===== config.mk =====
export PLATFORM = sky130hd
export DESIGN_NAME = pipelined_instr_decoder
export DESIGN_NICKNAME = d
export VERILOG_FILES = /design/src/rtl/pipelined_instr_decoder_pkg.sv /design/src/rtl/pipelined_instr_decoder_isa_op_decode.sv /design/src/rtl/pipelined_instr_decoder.sv
export SDC_FILE = /design/constraint.sdc
export NUM_CORES = 1
export LEC_CHECK = 0
export ABC_AREA = 1
export CAP_MARGIN = 20
export CORE_ASPECT_RATIO = 0.9
export CORE_UTILIZATION = 40
export CTS_CLUSTER_DIAMETER = 40
export DETAILED_ROUTE_END_ITERATION = 6
export PLACE_DENSITY = 0.7
export SYNTH_ARGS = -nofsm -noshare
export SYNTH_HDL_FRONTEND = slang
export SYNTH_HIERARCHICAL = 1
export SYNTH_SLANG_ARGS = --single-unit
export TNS_END_PERCENT = 30

===== constraint.sdc =====
create_clock -name clk -period 1.49 [get_ports clk]
set_input_delay 0.298 -clock clk [delete_from_list [all_inputs] [get_ports clk]]
set_output_delay 0.298 -clock clk [all_outputs]
set_load 0.005 [all_outputs]

===== src/rtl/pipelined_instr_decoder_pkg.sv =====
// Shared ISA constants for the decode stage: opcode values, one-hot bit indices, beat counts.
// Pure declarations; no latency or flow control of its own.
package pipelined_instr_decoder_pkg;

    localparam int NUM_OPS = 21;
    localparam int OPW     = 5;

    localparam int B_STP = 0;
    localparam int B_ADR = 1;
    localparam int B_ADM = 2;
    localparam int B_ADI = 3;
    localparam int B_SBR = 4;
    localparam int B_SBM = 5;
    localparam int B_SBI = 6;
    localparam int B_MLR = 7;
    localparam int B_MLM = 8;
    localparam int B_XSL = 9;
    localparam int B_XSR = 10;
    localparam int B_BBO = 11;
    localparam int B_BFE = 12;
    localparam int B_JMR = 13;
    localparam int B_JMP = 14;
    localparam int B_LDI = 15;
    localparam int B_STA = 16;
    localparam int B_LDR = 17;
    localparam int B_STI = 18;
    localparam int B_PSH = 19;
    localparam int B_POP = 20;

    localparam logic [OPW-1:0] OPC_STP = 5'h00;
    localparam logic [OPW-1:0] OPC_MLR = 5'h07;
    localparam logic [OPW-1:0] OPC_MLM = 5'h08;
    localparam logic [OPW-1:0] OPC_BBO = 5'h0B;
    localparam logic [OPW-1:0] OPC_JMP = 5'h0E;
    localparam logic [OPW-1:0] OPC_JMR = 5'h0F;
    localparam logic [OPW-1:0] OPC_LDR = 5'h18;
    localparam logic [OPW-1:0] OPC_STI = 5'h19;
    localparam logic [OPW-1:0] OPC_PSH = 5'h1A;
    localparam logic [OPW-1:0] OPC_POP = 5'h1B;

    function automatic int unsigned op_beats(input logic [OPW-1:0] opcode,
                                             input int unsigned    mul_steps,
                                             input int unsigned    stack_steps);
        case (opcode)
            OPC_MLR, OPC_MLM: op_beats = mul_steps;
            OPC_PSH, OPC_POP: op_beats = stack_steps;
            default:          op_beats = 1;
        endcase
    endfunction

endpackage


===== src/rtl/pipelined_instr_decoder_isa_op_decode.sv =====
// Combinational opcode -> one-hot op and illegal flag.
// Zero latency; no flow control.
module isa_op_decode
    import pipelined_instr_decoder_pkg::*;
(
    input  logic [OPW-1:0]     opcode_i,
    output logic [NUM_OPS-1:0] op_o,
    output logic               illegal_o
);

    always_comb begin
        op_o      = '0;
        illegal_o = 1'b0;
        if (opcode_i <= OPC_BBO) begin
            op_o[opcode_i] = 1'b1;
        end else if (opcode_i[4:1] == 4'b0110) begin
            op_o[B_BFE] = 1'b1;   // low opcode bit belongs to the operand
        end else if (opcode_i == OPC_JMP) begin
            op_o[B_JMP] = 1'b1;
        end else if (opcode_i == OPC_JMR) begin
            op_o[B_JMR] = 1'b1;
        end else if (opcode_i[4:2] == 3'b100) begin
            op_o[B_LDI] = 1'b1;
        end else if (opcode_i[4:2] == 3'b101) begin
            op_o[B_STA] = 1'b1;
        end else if (opcode_i == OPC_LDR) begin
            op_o[B_LDR] = 1'b1;
        end else if (opcode_i == OPC_STI) begin
            op_o[B_STI] = 1'b1;
        end else if (opcode_i == OPC_PSH) begin
            op_o[B_PSH] = 1'b1;
        end else if (opcode_i == OPC_POP) begin
            op_o[B_POP] = 1'b1;
        end else begin
            illegal_o = 1'b1;
        end
    end

endmodule


===== src/rtl/pipelined_instr_decoder.sv =====
// Registered decode stage emitting one or more beats per instruction, with STP halt and flush.
// Latency 1 cycle; holds outputs while dec_ready_i low, accepts a new word on the final beat's handshake.
module pipelined_instr_decoder
    import pipelined_instr_decoder_pkg::*;
#(
    parameter int IW          = 16,
    parameter int MUL_STEPS   = 4,
    parameter int STACK_STEPS = 2,
    localparam int MAXB = (MUL_STEPS > STACK_STEPS) ? ((MUL_STEPS > 2) ? MUL_STEPS : 2)
                                                    : ((STACK_STEPS > 2) ? STACK_STEPS : 2),
    localparam int CW   = $clog2(MAXB)
) (
    input  logic                 clk,
    input  logic                 rst_n,
    input  logic [IW-1:0]        ir_i,
    input  logic                 ir_valid_i,
    output logic                 ir_ready_o,
    input  logic                 flush_i,
    input  logic                 resume_i,
    output logic                 dec_valid_o,
    input  logic                 dec_ready_i,
    output logic [NUM_OPS-1:0]   op_o,
    output logic [OPW-1:0]       opcode_o,
    output logic [IW-6:0]        operand_o,
    output logic                 illegal_o,
    output logic [CW-1:0]        step_o,
    output logic                 last_o,
    output logic                 halted_o
);

    typedef enum logic [1:0] {IDLE, BEAT, HALT} state_t;

    state_t               state_q, state_d;
    logic                 dec_valid_q, dec_valid_d;
    logic [NUM_OPS-1:0]   op_q, op_d;
    logic [OPW-1:0]       opcode_q, opcode_d;
    logic [IW-6:0]        operand_q, operand_d;
    logic                 illegal_q, illegal_d;
    logic [CW-1:0]        step_q, step_d;
    logic                 last_q, last_d;
    logic                 halted_q, halted_d;
    logic [CW-1:0]        beats_m1_q, beats_m1_d;

    logic [NUM_OPS-1:0]   new_op;
    logic                 new_illegal;
    logic [CW-1:0]        new_beats_m1;
    logic [CW-1:0]        step_inc;
    logic                 accept;
    logic                 load;

    isa_op_decode u_isa_op_decode (
        .opcode_i  (ir_i[IW-1:IW-5]),
        .op_o      (new_op),
        .illegal_o (new_illegal)
    );

    assign new_beats_m1 = CW'(op_beats(ir_i[IW-1:IW-5], MUL_STEPS, STACK_STEPS) - 1);
    assign step_inc     = step_q + CW'(1);

    // Final-beat handshake frees the stage for the next word, except STP which parks in HALT.
    assign ir_ready_o = !flush_i && ((state_q == IDLE) ||
                        ((state_q == BEAT) && last_q && dec_ready_i && !op_q[B_STP]));
    assign accept     = ir_valid_i && ir_ready_o;

    always_comb begin
        state_d     = state_q;
        dec_valid_d = dec_valid_q;
        op_d        = op_q;
        opcode_d    = opcode_q;
        operand_d   = operand_q;
        illegal_d   = illegal_q;
        step_d      = step_q;
        last_d      = last_q;
        halted_d    = halted_q;
        beats_m1_d  = beats_m1_q;
        load        = 1'b0;

        if (flush_i) begin
            state_d     = IDLE;
            dec_valid_d = 1'b0;
            illegal_d   = 1'b0;
            halted_d    = 1'b0;
            step_d      = '0;
            last_d      = 1'b0;
        end else begin
            case (state_q)
                IDLE: load = accept;
                BEAT: begin
                    if (dec_ready_i) begin
                        if (!last_q) begin
                            step_d = step_inc;
                            last_d = (step_inc == beats_m1_q);
                        end else if (op_q[B_STP]) begin
                            state_d     = HALT;
                            dec_valid_d = 1'b0;
                            halted_d    = 1'b1;
                        end else if (accept) begin
                            load = 1'b1;
                        end else begin
                            state_d     = IDLE;
                            dec_valid_d = 1'b0;
                        end
                    end
                end
                HALT: begin
                    if (resume_i) begin
                        state_d  = IDLE;
                        halted_d = 1'b0;
                    end
                end
                default: state_d = IDLE;
            endcase
        end

        if (load) begin
            state_d     = BEAT;
            dec_valid_d = 1'b1;
            op_d        = new_op;
            opcode_d    = ir_i[IW-1:IW-5];
            operand_d   = ir_i[IW-6:0];
            illegal_d   = new_illegal;
            step_d      = '0;
            beats_m1_d  = new_beats_m1;
            last_d      = (new_beats_m1 == '0);
        end
    end

    always_ff @(posedge clk or negedge rst_n) begin
        if (!rst_n) begin
            state_q     <= IDLE;
            dec_valid_q <= 1'b0;
            op_q        <= '0;
            opcode_q    <= '0;
            operand_q   <= '0;
            illegal_q   <= 1'b0;
            step_q      <= '0;
            last_q      <= 1'b0;
            halted_q    <= 1'b0;
            beats_m1_q  <= '0;
        end else begin
            state_q     <= state_d;
            dec_valid_q <= dec_valid_d;
            op_q        <= op_d;
            opcode_q    <= opcode_d;
            operand_q   <= operand_d;
            illegal_q   <= illegal_d;
            step_q      <= step_d;
            last_q      <= last_d;
            halted_q    <= halted_d;
            beats_m1_q  <= beats_m1_d;
        end
    end

    assign dec_valid_o = dec_valid_q;
    assign op_o        = op_q;
    assign opcode_o    = opcode_q;
    assign operand_o   = operand_q;
    assign illegal_o   = illegal_q;
    assign step_o      = step_q;
    assign last_o      = last_q;
    assign halted_o    = halted_q;

endmodule


Word-level counts from Yosys, hierarchy flattened
Cells that the tools add are included.

cells by class
  $add $sub $neg = 2
  $lt $le $gt $ge = 3
  eq/ne operators = 25
  mux-type cells = 72
  reductions and logical operators = 23

operator list
  kind                                                               number
  two-way mux 1 bit                                                  46
  two-way mux 2 bit                                                  13
  == test 5 bit, second input constant                               4
  == test 5 x 4 -> 1 bit, second input constant                      3
  != test 3 bit, second input constant                               5
  two-way mux 12 bit                                                 1
  two-way mux 6 bit                                                  2
  != test 4 bit, second input constant                               3
  nonzero test 3 bit                                                 4
  AND reduction 5 bit                                                2
  two-way mux 9 bit                                                  1
  two-way mux 8 bit                                                  1
  == test 3 bit, second input constant                               2
  logical AND 1 bit                                                  6
  < comparator 5 x 6 -> 1 bit, second input constant                 1
  one-hot mux 2 bit (3 select lines)                                 1
  demux 1 bit (select 5 bit)                                         1
  == test 5 x 3 -> 1 bit, second input constant                      1
  greater-or-equal comparator 5 x 1 -> 1 bit, second input constant  1
  less-or-equal comparator 5 x 4 -> 1 bit, second input constant     1
  two-way mux 5 bit                                                  1
  != test 5 bit, second input constant                               1
  == test 4 x 3 -> 1 bit, second input constant                      1
  zero test 2 bit                                                    2
  18 further kinds                                                   21

word-level totals
  register bits after elaboration = 47
  input port bits = 22

Logic depth before layout (Yosys ltp)
Gate-level depths: netlist of the first run.

  word-level depth = 15
  mapped depth = 9
  depth with buffers taken out = 9

Hierarchy
The synthesis of the first run kept the hierarchy.

by module, submodules not included
  module                   instances  cells an instance  area an instance (um^2)  seq. area each (um^2)
  pipelined_instr_decoder  1          246                2,059.5                  1,176.1
  isa_op_decode            1          39                 155.1                    0.0

Worst setup path after synthesis of the first run
Ideal clock, no wire load.

  path kind = register to register
  from = reg state_q[1]
  to = reg step_q[0] (netlist: step_o[0])
  setup time = 0.124 ns
  arrival = 1.185 ns
  slack = 0.181 ns
  cell stages (with the launch flop) = 9
  clock period less this slack = 1.309 ns
  cells stage by stage = dfrtp_1 inv_1 nand3_2 o21bai_4 nand3_2 buf_4 buf_6 nand4_1 nand2_1

on the way
  cells in the longest elaborated chain, start to end = 15
  elaborated cells between the ends (all ways) = 19
  those cells by class = eq/ne (2); mux (7); reduce/logical (10)

RTL lines
  element                                                                        RTL line                                                      RTL
  from (decl)                                                                    pipelined_instr_decoder.sv:33                                 state_t state_q, state_d;
  from (signal assigned)                                                         pipelined_instr_decoder.sv:141                                state_q <= state_d;
  == test 2 x 1 -> 1 bit                                                         pipelined_instr_decoder.sv:62, pipelined_instr_decoder.sv:86
  logical AND 1 bit (3 in a row)                                                 pipelined_instr_decoder.sv:62                                 ((state_q == BEAT) && last_q && dec_ready_i && !op_q[B_STP]));
  logical OR 1 bit                                                               pipelined_instr_decoder.sv:61                                 assign ir_ready_o = !flush_i && ((state_q == IDLE) ||
  logical AND 1 bit                                                              pipelined_instr_decoder.sv:61
  logical AND 1 bit                                                              pipelined_instr_decoder.sv:63                                 assign accept = ir_valid_i && ir_ready_o;
  two-way mux 1 bit                                                              pipelined_instr_decoder.sv:97                                 end else if (accept) begin
  two-way mux 1 bit                                                              pipelined_instr_decoder.sv:93                                 end else if (op_q[B_STP]) begin
  two-way mux 1 bit                                                              pipelined_instr_decoder.sv:90                                 if (!last_q) begin
  two-way mux 1 bit                                                              pipelined_instr_decoder.sv:89                                 if (dec_ready_i) begin
  one-hot mux 1 bit (2 select lines)                                             pipelined_instr_decoder.sv:86                                 case (state_q)
  two-way mux 1 bit                                                              pipelined_instr_decoder.sv:78                                 if (flush_i) begin
  != test 3 x 2 -> 1 bit (no source line) or nonzero test 3 bit (tied branches)  --
  AND reduction 3 bit (no source line)                                           --
  to (signal assigned)                                                           pipelined_instr_decoder.sv:147                                step_q <= step_d;
  to (decl)                                                                      pipelined_instr_decoder.sv:39                                 logic [CW-1:0] step_q, step_d;

Several ways; a longest one is shown, not always the timed one.
A chain may end at the register's enable or synchronous reset.

Worst setup path after layout of the first run
  from = reg state_q[1]
  to = out ir_ready_o

on the way
  cells in the longest elaborated chain, start to end = 6
  elaborated cells between the ends (all ways) = 7
  those cells by class = eq/ne (1); reduce/logical (6)

RTL lines
  element                         RTL line                       RTL
  == test 2 x 1 -> 1 bit          pipelined_instr_decoder.sv:62
  logical AND 1 bit (3 in a row)  pipelined_instr_decoder.sv:62
  logical OR 1 bit (*)            pipelined_instr_decoder.sv:61
  logical AND 1 bit (*)           pipelined_instr_decoder.sv:61
  to (decl)                       pipelined_instr_decoder.sv:17  output logic ir_ready_o,

Mark *: on every way between the ends. The rest lies on a longest branch, timed or not.

==> impl_metrics.py, run 1 <==
metrics = {
    "power": {
        "clockPowerShare_pct": 19.7,
        "total_power_w": 0.00430,
        "p_leak_nw": 2.30,
        "ir_drop_v": 0.000682,
        "p_sw_w": 0.00132,
        "p_int_w": 0.00298,
        "seq_power_share_pct": 41.1,
        "powerDensity_nw_per_um2": 1210,
        "comb_power_share_pct": 39.2,
        "p_sw_share_pct": 30.6,
    },
    "logic_synthesis": {
        "ys_warn_count": 6,
        "synthesis.area_um2": 2210,
        "synth_area_leaders": "dfrtp_1 (53%), nand2_1 (24%), nor2_1 (6.3%), inv_1 (3.2%), buf_6 (3.1%)",
        "synth_top_area_share_pct": 53.1,
        "synthSimpleGateAreaFrac_pct": 34.2,
        "syn_avg_cell_area_um2": 7.77,
        "synth_top_cell_by_area": "dfrtp_1",
        "yosys.area_share.xor_xnor_pct": 0.395,
        "syn_inst": 285,
        "synth-compound-area-share_pct": 5.08,
        "synth_fa_ha_area_share_pct": 0,
        "synth_top_family_by_area": "simple AND/OR/NAND/NOR gates",
        "yosysSeqAreaShare_pct": 53.1,
        "syn_nets": 307,
        "synth_cell_type_count": 20,
        "muxShareOfSynthArea_pct": 0,
        "synth-seq-cells": 47,
    },
    "layout": {
        "area_delta_synth_final_pct": 61.1,
        "fin_area_um2": 3570,
        "n_antenna_cell": 0,
        "final_nets": 418,
        "layout_common_cells": "nand2_1 (138), dfrtp_1 (46), nor2_1 (36), buf_4 (34), dlymetal6s2s_1 (32)",
        "final_common_cell": "nand2_1",
        "drive_above_1_share_pct": 18.4,
    },
    "cts": {
        "cts_max_path_buffers": 2,
        "cts_buffers": 5,
        "cts_tree": "done",
        "clock_tree.root_cell": "clkbuf_8",
        "cts.sinks": 47,
        "clk_pin_slew_ns": 0.08,
        "htree_levels": 2,
        "clk_latency_ns": 0.30,
    },
    "floorplan": {
        "die_w_um": 80.4,
        "core_area_um2": 5290,
        "rows": 25,
        "die_area_um2": 5840,
        "ioPinCount": 66,
        "initial_utilization_pct": 41.9,
        "dieHeight_um": 72.6,
    },
    "grt": {
        "grt_pass1_wl_um": 9100,
        "antenna_found_initial": 0,
        "overflow": 0,
        "grt_start_max_net_pins": 48,
        "grt_usage_pct": 20.4,
        "grt_pass1_vias": 2094,
    },
    "placed_design": {
        "gp_congestion": 0.860,
        "io_buffers": 65,
        "dpl_cell_area_um2": 3160,
        "hpwl_um": 3760,
    },
    "setup_path": {
        "worstPathArrival_ns": 1.25,
        "cp_max_fo": 2,
        "cp-start-kind": "flip-flop",
        "slowest_stage": "dfrtp_1",
        "worstPathCellList": "inv_2, nand3_2, nor2_2, nor2_1, nor2_1, buf_2",
        "critical_path_required_ns": 1.19,
        "cpLargestDelayFamily": "flip-flops",
        "critPathCaptureType": "primary output",
        "crit_type": "reg -> out",
        "max_stage_delay_ns": 0.40,
        "path_buf_inv": 2,
        "cpMostUsedCell": "nor2_1",
    },
    "sta": {
        "hold_viol_final": 0,
        "layout_setup_ws_ns": -0.0546,
        "fin_skew_ns": 0.00374,
        "period_share_pct": 104,
        "setup_viol": 37,
        "max_slew_margin_pct": 78.6,
        "setup-tns-final_ns": -0.932,
        "rsz0062_at_grt": "yes",
        "timing_max_transition_violations_final": 0,
        "layout_min_cycle_time_ns": 1.54,
        "worst_pin_slew_ns": 0.319,
        "holdWs_ns": 0.479,
        "clock.fmax_mhz": 647,
    },
    "drt": {
        "first_pass_iters": 6,
        "drt-initial-drc-count": 94,
        "drc": 0,
        "ant_nets": 0,
        "num_vias": 2195,
        "wl_per_cell_um": 12.9,
        "via_per_inst": 4.73,
        "wirelength_um": 6010,
    },
    "flow_run": {
        "maxCapViolations": 0,
    },
    "hold_path": {
        "hp-class": "reg -> reg",
    },
    "outcome": {
        "violations": "negative setup slack",
        "outcome": "complete, but fails checks",
    },
}
## metrics by stage
step / setup slack (ns) / utilization [%] / cells
4_1_cts: -0.0824 / 63.0 / 459
6_report: -0.0546 / 67.5 / 464
2_1_floorplan: 0.181 / - / 285
3_3_place_gp: -0.429 / 59.8 / 443
3_5_place_dp: -0.435 / 59.8 / 443
5_1_grt: -0.226 / 67.5 / 464
## layer usage
metal / vias to the layer above / wire length (um) / GRT usage [%]
li1: 1094 / - / -
met1: 1025 / 2710 / 26.2
met2: 70 / 2830 / 33.5
met3: 6 / 395 / 6.38
met4: 0 / 63 / 5.16
met5: - / 0 / 0
## worst min-delay path: cells and delay by family, from the launching register on
kind / cells / cell delay (ns)
flip-flops: 1 / 0.35
AND/OR/NAND/NOR: 2 / 0.10
## kinds of logic (layout without fill, tap and decap cells)
| logic type | after synthesis | after routing |
|---|---|---|
| simple gates | 192 | 193 |
| flops | 47 | 47 |
| buf+inv | 29 | 140 |
| compound gates | 16 | 16 |
| xor+xnor | 1 | 1 |
## flip-flops by register name, indices dropped and copies added, names as in the netlist
register and count:
illegal_o 1, halted_o 1, state_q 2, last_o 1, operand_o 11, op_o 21
dec_valid_o 1, opcode_o 5, step_o 2, beats_m1_q 2
## power by group through the flow
stage,Clock [W],Sequential (W),Combinational [W]
after floorplan,0,0.00181,0.000582
after global placement,0,0.00178,0.00151
after detailed placement,0,0.00179,0.00154
after CTS,0.000862,0.00177,0.00160
after global routing,0.000928,0.00180,0.00187
final,0.000848,0.00177,0.00168
## area by class of cell
class / instances / area (um^2)
fillers: 430 / 1720
clock buffers: 8 / 100
inverters: 20 / 87.6
multi-input cells: 210 / 912
well taps: 67 / 83.8
repair buffers: 112 / 1210
flip-flops and latches: 47 / 1180
## path summary, 6_finish.rpt
| check | from | end | slack (ns) | cells past startpoint |
|---|---|---|---|---|
| worst max-delay path | state_q[1] | ir_ready_o | -0.05 | 6 |
| worst min-delay path | operand_o[10] | operand_o[10] | 0.48 | 2 |
| worst max register to register | state_q[1] | op_o[17] | -0.05 | 9 |
| worst min register to register | operand_o[10] | operand_o[10] | 0.48 | 2 |
| max in group asynchronous | rst_n | step_o[0] | 0.77 | 3 |
| min in group asynchronous | rst_n | halted_o | 0.50 | 3 |
## Yosys cell counts
cell type  count
o21ai_1        1
nand2_1      140
o211ai_1       2
o21a_1         1
xnor2_1        1
inv_1         19
nand3_2        3
nor2_1        37
buf_4          1
a21oi_1        2
o21ai_2        3
buf_6          6
o21bai_4       1
buf_2          2
nand3_1        8
nor3_1         2
o21ai_0        6
inv_2          1
dfrtp_1       47
nand4_1        2
## repair_timing
item / in CTS / in global routing
resized for setup: 16 / 48
gates cloned: 0 / 5
hold buffers: 1 / 0
hold endpoints to repair: 47 / 0
buffers inserted: 7 / 3
pin swaps: 3 / 7
endpoints found under the setup margin: 50 / 75
(Power assumes the default switching activity.)
==> inputs of run 2 (changes only) <==
--- a/config.mk
+++ b/config.mk
@@ -6,10 +6,8 @@
 export NUM_CORES = 1
 export LEC_CHECK = 0
 export ABC_AREA = 1
-export CAP_MARGIN = 20
 export CORE_ASPECT_RATIO = 0.9
 export CORE_UTILIZATION = 40
-export CTS_CLUSTER_DIAMETER = 40
 export DETAILED_ROUTE_END_ITERATION = 6
 export PLACE_DENSITY = 0.7
 export SYNTH_ARGS = -nofsm -noshare
==> results of run 2 <==
Same layout as run 1: the final DEF is identical, and so are final timing and power.
